### src/rtl/fetch_frontend_pkg.sv
// ============================================================================
// Module   : fetch_frontend_pkg
// Brief    : Shared types for the instruction-fetch front end.
// Revision : 1.0
// ============================================================================
`default_nettype none

package fetch_frontend_pkg;

    localparam int INSTR_BYTES = 4;

    typedef logic [31:0] addr_t;
    typedef logic [31:0] instr_t;

    typedef struct packed {
        addr_t  pc;
        instr_t word;
    } fetch_pkt_t;

endpackage

`default_nettype wire

### src/rtl/fetch_frontend_if.sv
// ============================================================================
// Module   : fetch_frontend_if
// Brief    : Decoupled valid/ready channel carrying one payload of type T.
// Revision : 1.0
// ============================================================================
`default_nettype none

interface fetch_frontend_if #(
    parameter type T = logic [31:0]
);
    logic valid;
    logic ready;
    T     data;

    modport master (output valid, output data, input ready);
    modport slave  (input valid, input data, output ready);
endinterface

`default_nettype wire

### src/rtl/fetch_frontend_sync_fifo.sv
// ============================================================================
// Module   : fetch_frontend_sync_fifo
// Brief    : Small synchronous FIFO with flush, occupancy count, async reset.
// Revision : 1.0
// ============================================================================
`default_nettype none

module fetch_frontend_sync_fifo
    import fetch_frontend_pkg::*;
#(
    parameter type T     = addr_t,
    parameter int  DEPTH = 2
) (
    input  wire logic                       clk,
    input  wire logic                       rst,
    input  wire logic                       push,
    input  wire T                           push_data,
    input  wire logic                       pop,
    input  wire logic                       flush,
    output      T                           head,
    output      logic [$clog2(DEPTH+1)-1:0] count,
    output      logic                       full,
    output      logic                       empty
);
    localparam int CW = $clog2(DEPTH + 1);
    localparam int PW = (DEPTH > 1) ? $clog2(DEPTH) : 1;

    T              mem_q [DEPTH];
    T              mem_d [DEPTH];
    logic [PW-1:0] wr_ptr_q, wr_ptr_d;
    logic [PW-1:0] rd_ptr_q, rd_ptr_d;
    logic [CW-1:0] count_q, count_d;

    function automatic logic [PW-1:0] ptr_inc(input logic [PW-1:0] p);
        return (p == PW'(DEPTH - 1)) ? '0 : p + PW'(1);
    endfunction

    // Flush has priority over any same-cycle push or pop.
    always_comb begin
        mem_d    = mem_q;
        wr_ptr_d = wr_ptr_q;
        rd_ptr_d = rd_ptr_q;
        count_d  = count_q;
        if (flush) begin
            wr_ptr_d = '0;
            rd_ptr_d = '0;
            count_d  = '0;
        end else begin
            if (push) begin
                mem_d[wr_ptr_q] = push_data;
                wr_ptr_d        = ptr_inc(wr_ptr_q);
            end
            if (pop) begin
                rd_ptr_d = ptr_inc(rd_ptr_q);
            end
            count_d = count_q + CW'(push) - CW'(pop);
        end
    end

    always_ff @(posedge clk or posedge rst) begin
        if (rst) begin
            for (int i = 0; i < DEPTH; i++) begin
                mem_q[i] <= '0;
            end
            wr_ptr_q <= '0;
            rd_ptr_q <= '0;
            count_q  <= '0;
        end else begin
            mem_q    <= mem_d;
            wr_ptr_q <= wr_ptr_d;
            rd_ptr_q <= rd_ptr_d;
            count_q  <= count_d;
        end
    end

    assign head  = mem_q[rd_ptr_q];
    assign count = count_q;
    assign full  = (count_q == CW'(DEPTH));
    assign empty = (count_q == '0);

    a_no_overflow: assert property (@(posedge clk) disable iff (rst)
        !(push && !pop && !flush && full));
    a_no_underflow: assert property (@(posedge clk) disable iff (rst)
        !(pop && !flush && empty));

endmodule

`default_nettype wire

### src/rtl/fetch_frontend.sv
// ============================================================================
// Module   : fetch_frontend
// Brief    : PC owner with multiple outstanding fetches, tag FIFO, packet
//            queue and redirect/flush with stale-response discard.
// Revision : 1.0
// ============================================================================
`default_nettype none

module fetch_frontend
    import fetch_frontend_pkg::*;
#(
    parameter addr_t BOOT_VEC     = 32'h8000_0000,
    parameter int    MAX_INFLIGHT = 2,
    parameter int    QUEUE_DEPTH  = 4
) (
    input  wire logic                              clk,
    input  wire logic                              rst,
    input  wire logic                              redirect_valid,
    input  wire addr_t                             redirect_pc,
    fetch_frontend_if.master                       mem_req,
    fetch_frontend_if.slave                        mem_resp,
    fetch_frontend_if.master                       fetched,
    output      logic [$clog2(MAX_INFLIGHT+1)-1:0] inflight
);
    localparam int CNT_W = $clog2(MAX_INFLIGHT + 1);
    localparam int QC_W  = $clog2(QUEUE_DEPTH + 1);
    localparam int SUM_W = $clog2(QUEUE_DEPTH + MAX_INFLIGHT + 1);

    addr_t            pc_q, pc_d;
    logic [CNT_W-1:0] inflight_q, inflight_d;
    logic [CNT_W-1:0] discard_q, discard_d;

    logic             req_valid;
    logic             req_fire;
    logic             resp_fire;
    logic             keep_resp;
    logic             fetch_fire;
    logic [SUM_W-1:0] credit_used;

    addr_t            tag_head;
    logic [CNT_W-1:0] tag_count;
    logic             tag_full;
    logic             tag_empty;
    fetch_pkt_t       q_head;
    fetch_pkt_t       q_push_data;
    logic [QC_W-1:0]  q_count;
    logic             q_full;
    logic             q_empty;

    // Every outstanding request owns a queue slot, so responses can never
    // find the queue full; issue depends on registered state only.
    assign credit_used = SUM_W'(inflight_q) + SUM_W'(q_count);
    assign req_valid   = !rst
                       && (inflight_q < CNT_W'(MAX_INFLIGHT))
                       && (credit_used < SUM_W'(QUEUE_DEPTH));

    assign mem_req.valid  = req_valid;
    assign mem_req.data   = pc_q;
    assign mem_resp.ready = 1'b1;

    assign req_fire   = req_valid && mem_req.ready;
    assign resp_fire  = mem_resp.valid && mem_resp.ready;
    assign keep_resp  = resp_fire && (discard_q == '0) && !redirect_valid;
    assign fetch_fire = fetched.valid && fetched.ready;

    always_comb begin
        pc_d       = pc_q;
        inflight_d = inflight_q + CNT_W'(req_fire) - CNT_W'(resp_fire);
        discard_d  = discard_q;
        if (redirect_valid) begin
            pc_d      = redirect_pc & ~addr_t'(INSTR_BYTES - 1);
            discard_d = inflight_d;
        end else begin
            if (req_fire) begin
                pc_d = pc_q + addr_t'(INSTR_BYTES);
            end
            if (resp_fire && (discard_q != '0)) begin
                discard_d = discard_q - CNT_W'(1);
            end
        end
    end

    always_ff @(posedge clk or posedge rst) begin
        if (rst) begin
            pc_q       <= BOOT_VEC;
            inflight_q <= '0;
            discard_q  <= '0;
        end else begin
            pc_q       <= pc_d;
            inflight_q <= inflight_d;
            discard_q  <= discard_d;
        end
    end

    // Tags are held only for requests whose responses will be kept.
    fetch_frontend_sync_fifo #(
        .T     (addr_t),
        .DEPTH (MAX_INFLIGHT)
    ) u_tag_fifo (
        .clk       (clk),
        .rst       (rst),
        .push      (req_fire && !redirect_valid),
        .push_data (pc_q),
        .pop       (keep_resp),
        .flush     (redirect_valid),
        .head      (tag_head),
        .count     (tag_count),
        .full      (tag_full),
        .empty     (tag_empty)
    );

    assign q_push_data = '{pc: tag_head, word: mem_resp.data};

    fetch_frontend_sync_fifo #(
        .T     (fetch_pkt_t),
        .DEPTH (QUEUE_DEPTH)
    ) u_pkt_queue (
        .clk       (clk),
        .rst       (rst),
        .push      (keep_resp),
        .push_data (q_push_data),
        .pop       (fetch_fire),
        .flush     (redirect_valid),
        .head      (q_head),
        .count     (q_count),
        .full      (q_full),
        .empty     (q_empty)
    );

    assign fetched.valid = !q_empty;
    assign fetched.data  = q_head;
    assign inflight      = inflight_q;

    a_resp_needs_req: assert property (@(posedge clk) disable iff (rst)
        mem_resp.valid |-> (inflight_q != '0));
    a_discard_bound: assert property (@(posedge clk) disable iff (rst)
        discard_q <= inflight_q);
    a_tag_balance: assert property (@(posedge clk) disable iff (rst)
        tag_count == (inflight_q - discard_q));
    a_tag_no_overflow: assert property (@(posedge clk) disable iff (rst)
        !(req_fire && !redirect_valid && tag_full && !keep_resp));
    a_keep_has_room: assert property (@(posedge clk) disable iff (rst)
        keep_resp |-> (!tag_empty && !q_full));

endmodule

`default_nettype wire

### src/flat_wrapper.sv
// flat-port wrapper written by rule: the top's interface ports become plain ports
module fetch_frontend_flat import fetch_frontend_pkg::*;
#(
    parameter addr_t BOOT_VEC     = 32'h8000_0000,
    parameter int    MAX_INFLIGHT = 2,
    parameter int    QUEUE_DEPTH  = 4
)
  (clk, rst, redirect_valid, redirect_pc, inflight, mem_req_valid, mem_req_data, mem_req_ready, mem_resp_valid, mem_resp_data, mem_resp_ready, fetched_valid, fetched_data, fetched_ready);
  fetch_frontend_if #(.T(addr_t)) mem_req_i ();
  fetch_frontend_if #(.T(instr_t)) mem_resp_i ();
  fetch_frontend_if #(.T(fetch_pkt_t)) fetched_i ();
  input  wire logic clk;
  input  wire logic rst;
  input  wire logic redirect_valid;
  input  wire addr_t redirect_pc;
  output      logic [$clog2(MAX_INFLIGHT+1)-1:0] inflight;
  output wire logic [$bits(mem_req_i.valid)-1:0] mem_req_valid;
  output wire logic [$bits(mem_req_i.data)-1:0] mem_req_data;
  input wire logic [$bits(mem_req_i.ready)-1:0] mem_req_ready;
  input wire logic [$bits(mem_resp_i.valid)-1:0] mem_resp_valid;
  input wire logic [$bits(mem_resp_i.data)-1:0] mem_resp_data;
  output wire logic [$bits(mem_resp_i.ready)-1:0] mem_resp_ready;
  output wire logic [$bits(fetched_i.valid)-1:0] fetched_valid;
  output wire logic [$bits(fetched_i.data)-1:0] fetched_data;
  input wire logic [$bits(fetched_i.ready)-1:0] fetched_ready;
  assign mem_req_valid = mem_req_i.valid;
  assign mem_req_data = mem_req_i.data;
  assign mem_req_i.ready = mem_req_ready;
  assign mem_resp_i.valid = mem_resp_valid;
  assign mem_resp_i.data = mem_resp_data;
  assign mem_resp_ready = mem_resp_i.ready;
  assign fetched_valid = fetched_i.valid;
  assign fetched_data = fetched_i.data;
  assign fetched_i.ready = fetched_ready;
  fetch_frontend #(.BOOT_VEC(BOOT_VEC), .MAX_INFLIGHT(MAX_INFLIGHT), .QUEUE_DEPTH(QUEUE_DEPTH)) u_core (.clk(clk), .rst(rst), .redirect_valid(redirect_valid), .redirect_pc(redirect_pc), .mem_req(mem_req_i), .mem_resp(mem_resp_i), .fetched(fetched_i), .inflight(inflight));
endmodule
### config.mk
export PLATFORM = sky130hd
export DESIGN_NAME = fetch_frontend_flat
export DESIGN_NICKNAME = d
export VERILOG_FILES = /design/src/rtl/fetch_frontend_pkg.sv /design/src/rtl/fetch_frontend_if.sv /design/src/rtl/fetch_frontend_sync_fifo.sv /design/src/rtl/fetch_frontend.sv /design/src/flat_wrapper.sv
export SDC_FILE = /design/constraint.sdc
export NUM_CORES = 1
export LEC_CHECK = 0
export CAP_MARGIN = 20
export CORE_UTILIZATION = 56
export CTS_CLUSTER_DIAMETER = 60
export DETAILED_ROUTE_END_ITERATION = 8
export PLACE_DENSITY_LB_ADDON = 0.1
export SLEW_MARGIN = 20
export SYNTH_ARGS = -nofsm -noshare
export SYNTH_HDL_FRONTEND = slang
export SYNTH_HIERARCHICAL = 1
export SYNTH_SLANG_ARGS = --single-unit
### constraint.sdc
create_clock -name clk -period 23.2 [get_ports clk]
set_input_delay 2.32 -clock clk [delete_from_list [all_inputs] [get_ports clk]]
set_output_delay 2.32 -clock clk [all_outputs]
set_load 0.01 [all_outputs]
# Word-level counts from Yosys, hierarchy flattened
# Cells that the tools add are included.
[classes] mul=0 order_cmp=8 addsub=11 reduce_logical=23 bitwise=5 mux=29 n_eq_ne=2 n_shift=0 div_mod_pow=0
[op_table] operator="$bwmux W256" count=1
[op_table] operator="$mux W32" count=6
[op_table] operator="$mux W64" count=3
[op_table] operator="$bmux W64 S2" count=1
[op_table] operator="$demux W64 S2" count=1
[op_table] operator="$bwmux W64" count=1
[op_table] operator="$add A32 B3 Y32 const B" count=1
[op_table] operator="$demux W32 S1" count=1
[op_table] operator="$mux W2" count=8
[op_table] operator="$reduce_bool A2 Y1" count=6
[op_table] operator="$logic_and A1 B1 Y1" count=10
[op_table] operator="$ge A3 B3 Y1 const B" count=2
[op_table] operator="$mux W1" count=6
[op_table] operator="$not A2 Y3" count=2
[op_table] operator="$add A2 B1 Y2 const B" count=2
[op_table] operator="$eq A2 B2 Y1 const B" count=2
[op_table] operator="$ge A2 B2 Y1 const B" count=2
[op_table] operator="$not A1 Y2" count=2
[op_table] operator="$reduce_and A2 Y1" count=2
[op_table] operator="$add A2 B3 Y3" count=1
[op_table] operator="$add A3 B1 Y3" count=1
[op_table] operator="$logic_not A1 Y1" count=3
[op_table] operator="$logic_not A3 Y1" count=1
[op_table] operator="$lt A3 B1 Y1 const B" count=1
[op_table] operator="other kinds (11)" count=12
[totals] input_bits=70 latch_bits=0 mem_bits_ro=0 out_inout_bits=101 ramBits=0 ff_bits=365 mem_count=0

# Longest topological paths before layout
# Gate-level depths: netlist of run 1.
[logic_depth] word_depth=7 ltp_mapped=12 depth_no_buf=11

# Modules after synthesis
# Netlist of run 1, hierarchy kept.
[by_module_without_submodules] module="fetch_frontend_sync_fifo at u_core.u_pkt_queue" cells_each=660 seq_area_each_um2=6581.3 area_each_um2=12430.7 instances=1
[by_module_without_submodules] module="fetch_frontend_sync_fifo at u_core.u_tag_fifo" cells_each=190 seq_area_each_um2=1701.6 area_each_um2=3012.9 instances=1
[by_module_without_submodules] module="fetch_frontend" cells_each=225 seq_area_each_um2=852.1 area_each_um2=2078.2 instances=1

# Worst setup path before layout of run 1
# Ideal clock, no wire load.
[synth_timing] path_kind="input-to-output" from="input rst" to="output mem_req_valid" setup_slack_ps=18270 arrival_time_ps=2610 cell_stages=1 required_ps=20880 n_path_buf=0 path_cell_list="nor3_1"
[synth_via] elab_chain_cells=3
[synth_rtl] item="from (decl)" line="flat_wrapper.sv:13" rtl="input wire logic rst;"
[synth_rtl] item="$logic_not A1 Y1" line="fetch_frontend.sv:53" rtl="assign req_valid = !rst"
[synth_rtl] item="$logic_and A1 B1 Y1" line="fetch_frontend.sv:54" rtl="&& (inflight_q < CNT_W'(MAX_INFLIGHT))"
[synth_rtl] item="$logic_and A1 B1 Y1" line="fetch_frontend.sv:55" rtl="&& (credit_used < SUM_W'(QUEUE_DEPTH));"
[synth_rtl] item="to (decl)" line="flat_wrapper.sv:17" rtl="output wire logic [$bits(mem_req_i.valid)-1:0] mem_req_valid;"
# Every way passes these cells.

# Worst setup path in the final report of run 1
# Ends and elaborated chain as after synthesis.

==> impl_results.md, run 1 <==
* Vias per std cell at 5.63
* Worst skew pair latency at 0.53 ns
* Vias at 9,310
* Row count at 64
* Tmin final at 6.09 ns
* Clock root cell: clkbuf_16
* CTS tree: done
* Drt total wl at 33.9 mm
* Critical Path Start Type: input port
* First-pass GRT wire length at 53.9 mm
* RSZ-0062 raised after global routing: no
* Period utilization at 0.262
* N_diodes at 0
* TritonCTS buffer count at 41
* Avg WL per Cell at 20.5 um
* Setup TNS at 0 ns
* Crit path kind: in2out
* Core ar. at 30,600 um^2
* Initial antenna violation count at 0
* Fillcell total at 2,237
* GRT overflow at 0
* Number of port buffers at 165
* Reg-to-reg setup timing slack at 19.69 ns
* Final #Nets at 1,309
* Ys Warns at 6
* Commonest non-fill, non-tap cell in the layout: dfrtp_1
* Data arrival, critical path at 3.77 ns
* Drt pass-1 iters at 4
* Slowest CP cell: clkdlybuf4s50_1
* FF-to-FF End: u_core/u_tag_fifo/mem_q[26]
* Setup bufs post-CTS at 0
* Clock buffer depth at 3
* # setup viols final at 0
* Resize count post-CTS at 0
* # H-tree levels at 2
* Most Frequent Cell on Critical Path: clkdlybuf4s50_1
* Final hold vios at 0
* Syn_area_per_cell at 16.4 um^2
* Slowest cell delay on critical path at 0.61 ns
* Element type at the critical path end: primary output
* Share of layout cells above drive strength 1 at 0.416
* Hold Buf Count CTS at 0
* Number of global-route vias before repair at 9,646
* Status: finished clean
* P&R area growth vs syn at 16.9%
* Max-cap viol count at 0
* Post-layout utilization of the core at 0.665
* Remaining antenna violation count at 0
* Pins Over Slew Limit at 0
* CP bufs+invs at 2
* Reg clk slew, reported paths at 0.06 ns
* Dpl ws at 17.13 ns
* Initial Utilization at 0.568
* Maximum vdd drop at 49.9 uV
* IO Count at 171
* Maximum number of pins on one net before global-route repair at 142
* CP Max Fanout at 5
* P_leak at 0.00977 uW
* Worst setup margin at 17.11 ns
* CP startpoint: rst
* Die Span Y at 178 um
* Worst flop-to-flop path startpoint: u_core/inflight[1]
* Design area at 20,300 um^2
* Critical Path End: mem_req_valid
* Crit. path cell count at 3
* Die span in x at 178 um
* Worst EP required at 20.88 ns
* Cells after synthesis at 1,063
* Total Routing Usage GR at 0.219
* Setup Skew at 0.0197 ns
* Min-Delay Path Class: reg2reg
* Worst slew margin at 0.242
* Remaining DRCs at 0
* RePlAce Congestion at 0.873
* Total Die Area at 31,800 um^2
* Reg2Reg Depth at 7
* Mapped cell area at 17,400 um^2
* Hold slack at 0.482 ns
* Slew @ Worst Pin at 1.14 ns
* Post-DP HPWL at 20.3 mm
* Placed cell area at 18,900 um^2
* Crit-path leading delay family: buffers and inverters
* Most frequent cells in the layout: 360 x dfrtp_1, 180 x mux2_4, 178 x mux2_2
* TritonCTS Sinks at 363
* Peak Freq at 164 MHz
* Crit-path cells: clkdlybuf4s50_1, nor3_1, clkdlybuf4s50_1
* DR iter-0 viols at 423
* Power per Cell Area at 102 nW/um^2
==> report_power, final <==
part	total (uW)	internal (uW)	switching, uW	leakage [uW]
logic	595	375	220	0.00423
registers	836	751	85.6	0.00486
clock network	641	386	255	0.000672
total	2070	1510	560	0.00977
==> how the worst min path moves through the flow <==
stage | start | to | cells after the start
after floorplan | u_core/u_tag_fifo/mem_q[56] | u_core/u_tag_fifo/mem_q[56] | 1
after CTS | u_core/u_tag_fifo/mem_q[57] | u_core/u_tag_fifo/mem_q[57] | 1
after detailed placement | u_core/u_tag_fifo/mem_q[57] | u_core/u_tag_fifo/mem_q[57] | 1
final | u_core/u_tag_fifo/mem_q[57] | u_core/u_tag_fifo/mem_q[57] | 1
after global routing | u_core/u_pkt_queue/mem_q[0] | u_core/u_pkt_queue/mem_q[0] | 1
after global placement | u_core/u_tag_fifo/mem_q[57] | u_core/u_tag_fifo/mem_q[57] | 1
==> registers in the layout (all words and copies together), names as in the netlist <==
name	cells
u_core/inflight	2
u_core/u_tag_fifo/wr_ptr_q	1
u_core/u_pkt_queue/wr_ptr_q	2
u_core/u_pkt_queue/count	3
u_core/u_pkt_queue/rd_ptr_q	2
u_core/u_tag_fifo/rd_ptr_q	1
u_core/u_tag_fifo/mem_q	64
u_core/discard_q	2
u_core/u_pkt_queue/mem_q	256
u_core/mem_req.data	30
==> per-layer routing <==
| metal | track usage | up-vias | share of wire |
|---|---|---|---|
| li1 | - | 4206 | - |
| met1 | 0.315 | 4866 | 0.47 |
| met2 | 0.345 | 204 | 0.46 |
| met3 | 0.0375 | 34 | 0.049 |
| met4 | 0.0579 | 0 | 0.017 |
| met5 | 0 | - | 0 |
==> layout make-up <==
type | instances | area, um^2 | share of cell area
flip-flops and latches | 363 | 9090 | 0.447
multi-input cells | 624 | 7520 | 0.370
repair buffers | 182 | 1790 | 0.0883
clock buffers | 59 | 1210 | 0.0593
well taps | 396 | 495 | 0.0244
clock inverters | 17 | 151 | 0.00745
inverters | 14 | 65.1 | 0.00320
==> worst reg2reg max path, cell delays in order, from the launching register on <==
cell and delay (ns):
dfrtp_1 0.47, ha_1 0.36, a311oi_2 0.33, o31a_1 0.47
inv_6 0.09, nor2_1 0.24, nand3b_2 0.82, mux2_2 0.59
==> per-stage QoR <==
stage                     power [uW]  cells
final                           2070   1655
after global routing            2180   1655
after CTS                       2100   1654
after detailed placement        1450   1578
after global placement          1430   1578
after floorplan                 1220   1068
Power figures use the tool's default switching activity.
==> inputs of run 2 (changes only) <==
clock period = 5.73 ns   (was 23.2 ns; I/O delays follow)
==> run 2 against run 1 <==
Cell area rose by 0.36%. Worst setup slack worse by 15 ns. Register-to-register slack got worse by 18 ns. Sequential share of layout area shrank 0.16 points. Global-route usage about the same. Clock power increased to 4.1 times the previous value. Largest cell class unchanged. Largest power group unchanged. Highest routed layer unchanged.
==> impl_results.md, run 2 (synthesis gave the netlist of run 1 again) <==
* Commonest non-fill, non-tap cell in the layout: dfrtp_1
* P&R area growth vs syn at 17.3%
* CP Max Fanout at 50 (+45)
* Max reg flops at 256 (unchanged)
* Initial antenna violation count at 0 (unchanged)
* Combinational power share at 0.284 (-0.003)
* Switching part of the total power at 0.272 (+0.00141)
* First-pass GRT wire length at 54.2 mm (+0.53%)
* Initial Utilization at 0.568 (unchanged)
* Register Area at 9090 um^2 (unchanged)
* RSZ-0062 raised after global routing: no
* Post-DP HPWL at 19.9 mm (-1.8%)
* Resize count post-CTS at 0 (unchanged)
* Setup Skew at 0.00936 ns (-0.0104 ns)
* Placed Cells incl. Taps at 1,579 (+0.063%)
* CP startpoint: u_core/u_pkt_queue/rd_ptr_q[0]
* Remaining DRCs at 0 (unchanged)
* # setup viols final at 0 (unchanged)
* Total Die Area at 31,800 um^2 (unchanged)
* RePlAce Congestion at 0.924 (+5.8%)
* Area occupied by multi-input gates at 7520 um^2 (unchanged)
* Power, Total at 8430 uW (+310%)
* Hold slack at 0.311 ns (-0.172 ns)
* Max-cap viol count at 0 (unchanged)
* HP Start: redirect_valid
* Reg2Reg Depth at 8 (+1)
* Maximum number of pins on one net before global-route repair at 114 (-20%)
* Critical Path Start Type: flip-flop
* Min-Delay Path Class: in2reg
* Number of port buffers at 165 (unchanged)
* N_diodes at 0 (unchanged)
* # H-tree levels at 2 (unchanged)
* Status: finished clean
* Reg clk slew, reported paths at 0.06 ns (about the same)
* Hold depth at 2 (+1)
* Setup TNS at 0 ns (unchanged)
* Flop pwr share at 0.406 (+0.002)
* Drt total wl at 33.7 mm (-0.49%)
* TritonCTS buffer count at 40 (-2.4%)
* Avg WL per Cell at 20.4 um (-0.31%)
* Clock group share of total power at 0.310 (about the same)
* Slew @ Worst Pin at 1.00 ns (-0.135 ns)
* Peak Freq at 267 MHz
* Maximum vdd drop at 200 uV (+300%)
* DR iter-0 viols at 427 (+0.95%)
* Int Pwr at 6130 uW (+310%)
* GRT overflow at 0 (unchanged)
* Share of layout cells above drive strength 1 at 0.420 (+0.00418)
* IO Count at 171 (unchanged)
* Worst flop-to-flop path startpoint: u_core/inflight[1]
* Pins Over Slew Limit at 0 (unchanged)
* Hold Buf Count CTS at 0 (unchanged)
* Post-layout utilization of the core at 0.667 (+0.00237)
* TritonCTS Sinks at 363 (unchanged)
* CTS tree: done
* Biggest register: u_core/u_pkt_queue/mem_q
* Row count at 64 (unchanged)
* Setup bufs post-CTS at 0 (unchanged)
* Clock buffer depth at 3 (unchanged)
* Power per Cell Area at 413 nW/um^2 (+310%)
* Number of global-route vias before repair at 9,780 (+1.4%)
* Final hold vios at 0 (unchanged)
* Total Routing Usage GR at 0.219 (about the same)
* Final #Nets at 1,309 (unchanged)
* Period utilization at 0.654
* Die Span Y at 178 um (unchanged)
* Element type at the critical path end: primary output
* Die span in x at 178 um (unchanged)
* Worst skew pair latency at 0.52 ns (about the same)
* Switch Pwr at 2290 uW (+310%)
* Core ar. at 30,600 um^2 (unchanged)
* Drt pass-1 iters at 4 (unchanged)
* Clock root cell: clkbuf_16
* Remaining antenna violation count at 0 (unchanged)
* Worst slew margin at 0.332 (+0.0899)
* Tmin final at 3.75 ns
* Crit path kind: reg2out
* Most frequent cells in the layout: 360 x dfrtp_1, 180 x mux2_4, 178 x mux2_2
* Final Instance Count excl. Fillers at 1,652 (-0.18%)
* P_leak at 0.00980 uW (+0.32%)
* Fillcell total at 2,206 (-1.4%)
* Vias per std cell at 5.65 (+0.41%)
* Data arrival, critical path at 3.18 ns (-0.59 ns)
* Vias at 9,331 (+0.23%)
* Worst EP required at 5.16 ns (-15.72 ns)
run 2: worst max-delay path: stages, from the launching register on:
cell and delay (ns):
dfrtp_4 1.10, buf_4 0.45, mux4_2 0.56, clkdlybuf4s50_1 0.54
run 2: per-stage QoR:
step | setup WS, ns | area, um^2
2_1_floorplan | 1.69 | 17400
3_3_place_gp | 1.91 | 19000
3_5_place_dp | 1.86 | 19000
5_1_grt | 1.80 | 20400
6_report | 1.98 | 20400
4_1_cts | 1.87 | 20400
run 2: power by group through the flow:
stage / clock [uW] / combinational (uW) / sequential (uW)
after floorplan: 0 / 1660 / 3290
after global placement: 0 / 2370 / 3450
after detailed placement: 0 / 2410 / 3460
after CTS: 2690 / 2420 / 3430
after global routing: 2790 / 2560 / 3500
final: 2610 / 2390 / 3420
run 2: final cells by class:
type	instances	area share
inverters	14	0.00301
well taps	396	0.0243
repair buffers	183	0.0914
flip-flops and latches	363	0.446
clock buffers	53	0.0574
multi-input cells	624	0.369
clock inverters	19	0.00944
run 2: worst paths after layout:
| check | end | slack [ns] |
|---|---|---|
| max | fetched_data[62] | 1.98 |
| min | u_core/discard_q[1] | 0.31 |
| max reg2reg | u_core/u_tag_fifo/mem_q[38] | 2.18 |
| min reg2reg | u_core/u_tag_fifo/mem_q[56] | 0.48 |
| max in group asynchronous | u_core/u_pkt_queue/mem_q[125] | 4.11 |
| min in group asynchronous | u_core/inflight[0] | 0.71 |
run 2: metal layers:
metal	global-route usage	up-vias	part of all wire
met5	0	-	0
met4	0.0692	0	0.028
met3	0.0356	67	0.044
met1	0.323	4847	0.48
met2	0.333	222	0.45
li1	-	4195	-
==> inputs of run 3 (changes only) <==
clock period = 3.9 ns   (was 5.73 ns; I/O delays follow)
==> run 3 against run 2 <==
Worst hold slack got worse by 0.0096 ns. Highest routed layer unchanged. Non-clock buffer count rose by 8. Total power rose by 45%. The run now ends with design-rule violations left.
==> impl_results.md, run 3 (synthesis gave the netlist of run 1 again) <==
* Total Routing Usage GR at 0.219 (about the same)
* CP Max Fanout at 5 (-90%)
* Hold slack at 0.301 ns (-0.00958 ns)
* Initial Utilization at 0.568 (unchanged)
* Crit-path leading delay family: simple AND/OR/NAND/NOR gates
* Drt pass-1 iters at 6 (+2)
* Die span in x at 178 um (unchanged)
* Crit path kind: reg2out
* Setup bufs post-CTS at 0 (unchanged)
* Remaining antenna violation count at 0 (unchanged)
* Number of global-route vias before repair at 9,800 (+0.20%)
* IO Count at 171 (unchanged)
* Vias per std cell at 5.64 (-0.14%)
* Failing checks: design-rule violations
* Most Frequent Cell on Critical Path: nor3_1
* Power per Cell Area at 599 nW/um^2 (+45%)
* Final hold vios at 0 (unchanged)
* Biggest register: u_core/u_pkt_queue/mem_q
* Slowest CP cell: nor3_1
* Element type at the critical path end: primary output
* Data arrival, critical path at 2.80 ns (-0.38 ns)
* First-pass GRT wire length at 54.0 mm (-0.40%)
* Initial antenna violation count at 0 (unchanged)
* Total Die Area at 31,800 um^2 (unchanged)
* Resize count post-CTS at 0 (unchanged)
* RePlAce Congestion at 0.906 (-2.0%)
* Placed Cells incl. Taps at 1,588 (+0.57%)
* Pins Over Slew Limit at 0 (unchanged)
* Setup TNS at 0 ns (unchanged)
* Remaining DRCs at 1 (+1)
* Design area at 20,400 um^2 (about the same)
* CP bufs+invs at 1 (-1)
* TritonCTS buffer count at 39 (-2.5%)
* Clock root cell: clkbuf_16
* Period utilization at 0.819
* Hold Buf Count CTS at 0 (unchanged)
* RSZ-0062 raised after global routing: no
* Slowest cell delay on critical path at 0.64 ns (-0.46 ns)
* CTS tree: done
* Clock buffer depth at 3 (unchanged)
* Number of port buffers at 165 (unchanged)
* Avg WL per Cell at 20.4 um (about the same)
* Slew @ Worst Pin at 1.08 ns (+0.0765 ns)
* Setup Skew at 0.0154 ns (+0.00604 ns)
* # setup viols final at 0 (unchanged)
* Maximum vdd drop at 305 uV (+53%)
* Fillcell total at 2,232 (+1.2%)
* Status: finished with violations
* # H-tree levels at 2 (unchanged)
* Commonest non-fill, non-tap cell in the layout: dfrtp_1
* Core ar. at 30,600 um^2 (unchanged)
* Post-DP HPWL at 20.8 mm (+4.4%)
* Maximum number of pins on one net before global-route repair at 83 (-27%)
* Worst slew margin at 0.281 (-0.0510)
* Peak Freq at 313 MHz
* Final #Nets at 1,316 (+0.53%)
* Tmin final at 3.19 ns
* Worst EP required at 3.51 ns (-1.65 ns)
* DR iter-0 viols at 421 (-1.4%)
* TritonCTS Sinks at 363 (unchanged)
* Max-cap viol count at 0 (unchanged)
* Min-Delay Path Class: in2reg
* Post-layout utilization of the core at 0.666 (about the same)
* Row count at 64 (unchanged)
* Most frequent cells in the layout: 360 x dfrtp_1, 180 x mux2_4, 178 x mux2_2
* N_diodes at 0 (unchanged)
* Crit-path cells: ha_1, and4_2, nor3_1, nor3_1, clkdlybuf4s50_1
* Vias at 9,335 (+0.043%)
* Placed cell area at 19,100 um^2 (+0.62%)
* GRT overflow at 0 (unchanged)
* Final Instance Count excl. Fillers at 1,655 (+0.18%)
* Share of layout cells above drive strength 1 at 0.415 (-0.00497)
* P&R area growth vs syn at 17.2% (about the same)
* Reg clk slew, reported paths at 0.06 ns (about the same)
* Worst skew pair latency at 0.52 ns (about the same)
* Critical Path Start Type: flip-flop
* P_leak at 0.00980 uW (about the same)
* Drt total wl at 33.7 mm (+0.13%)
* Die Span Y at 178 um (unchanged)
* Max reg flops at 256 (unchanged)
[run 3: changes by cell type in the layout (fill, tap and decap cells not counted), moves of 3 or more]
cell / change
clkinvlp_4: -3
buf_12: +4
clkbuf_8: -3
clkbuf_1: +8
buf_4: +5
clkinv_4: -3
[run 3: power by group]
group | total [uW] | internal, uW | switching [uW] | leakage (uW)
clock | 3620 | 2180 | 1440 | 0.000623
combinational | 3590 | 2260 | 1330 | 0.00431
sequential | 5000 | 4460 | 531 | 0.00486
[run 3: worst paths after layout]
path	startpoint	endpoint	slack, ns	cells past startpoint
setup reg to reg	u_core/inflight[1]	u_core/u_tag_fifo/mem_q[41]	0.87	8
max in group asynchronous	rst	u_core/u_pkt_queue/mem_q[71]	2.44	3
hold reg to reg	u_core/u_tag_fifo/mem_q[57]	u_core/u_tag_fifo/mem_q[57]	0.48	1
hold / removal	redirect_valid	u_core/u_pkt_queue/count[1]	0.30	2
min in group asynchronous	rst	u_core/mem_req.data[30]	0.52	2
setup / recovery	u_core/inflight[1]	mem_req_valid	0.71	5
[run 3: layout make-up]
class | instances | area [um^2] | area share
tap | 396 | 495 | 0.0243
clock buffer | 58 | 1160 | 0.0569
clock inverter | 9 | 95.1 | 0.00467
sequential | 363 | 9090 | 0.446
inverter | 14 | 62.6 | 0.00307
timing repair buffer | 191 | 1950 | 0.0959
multi-input combinational | 624 | 7520 | 0.369
[run 3: metal layers]
layer,part of all wire,vias to the layer above,GRT usage
li1,-,4197,-
met1,0.47,4876,0.320
met2,0.47,214,0.337
met3,0.046,48,0.0386
met4,0.020,0,0.0614
met5,0,-,0
[run 3: through the flow]
stage | setup WS (ns) | total power, uW
after floorplan | 0.0405 | 7260
after global placement | 0.840 | 8590
after detailed placement | 0.772 | 8670
after CTS | 0.656 | 12400
after global routing | 0.609 | 12800
final | 0.707 | 12200
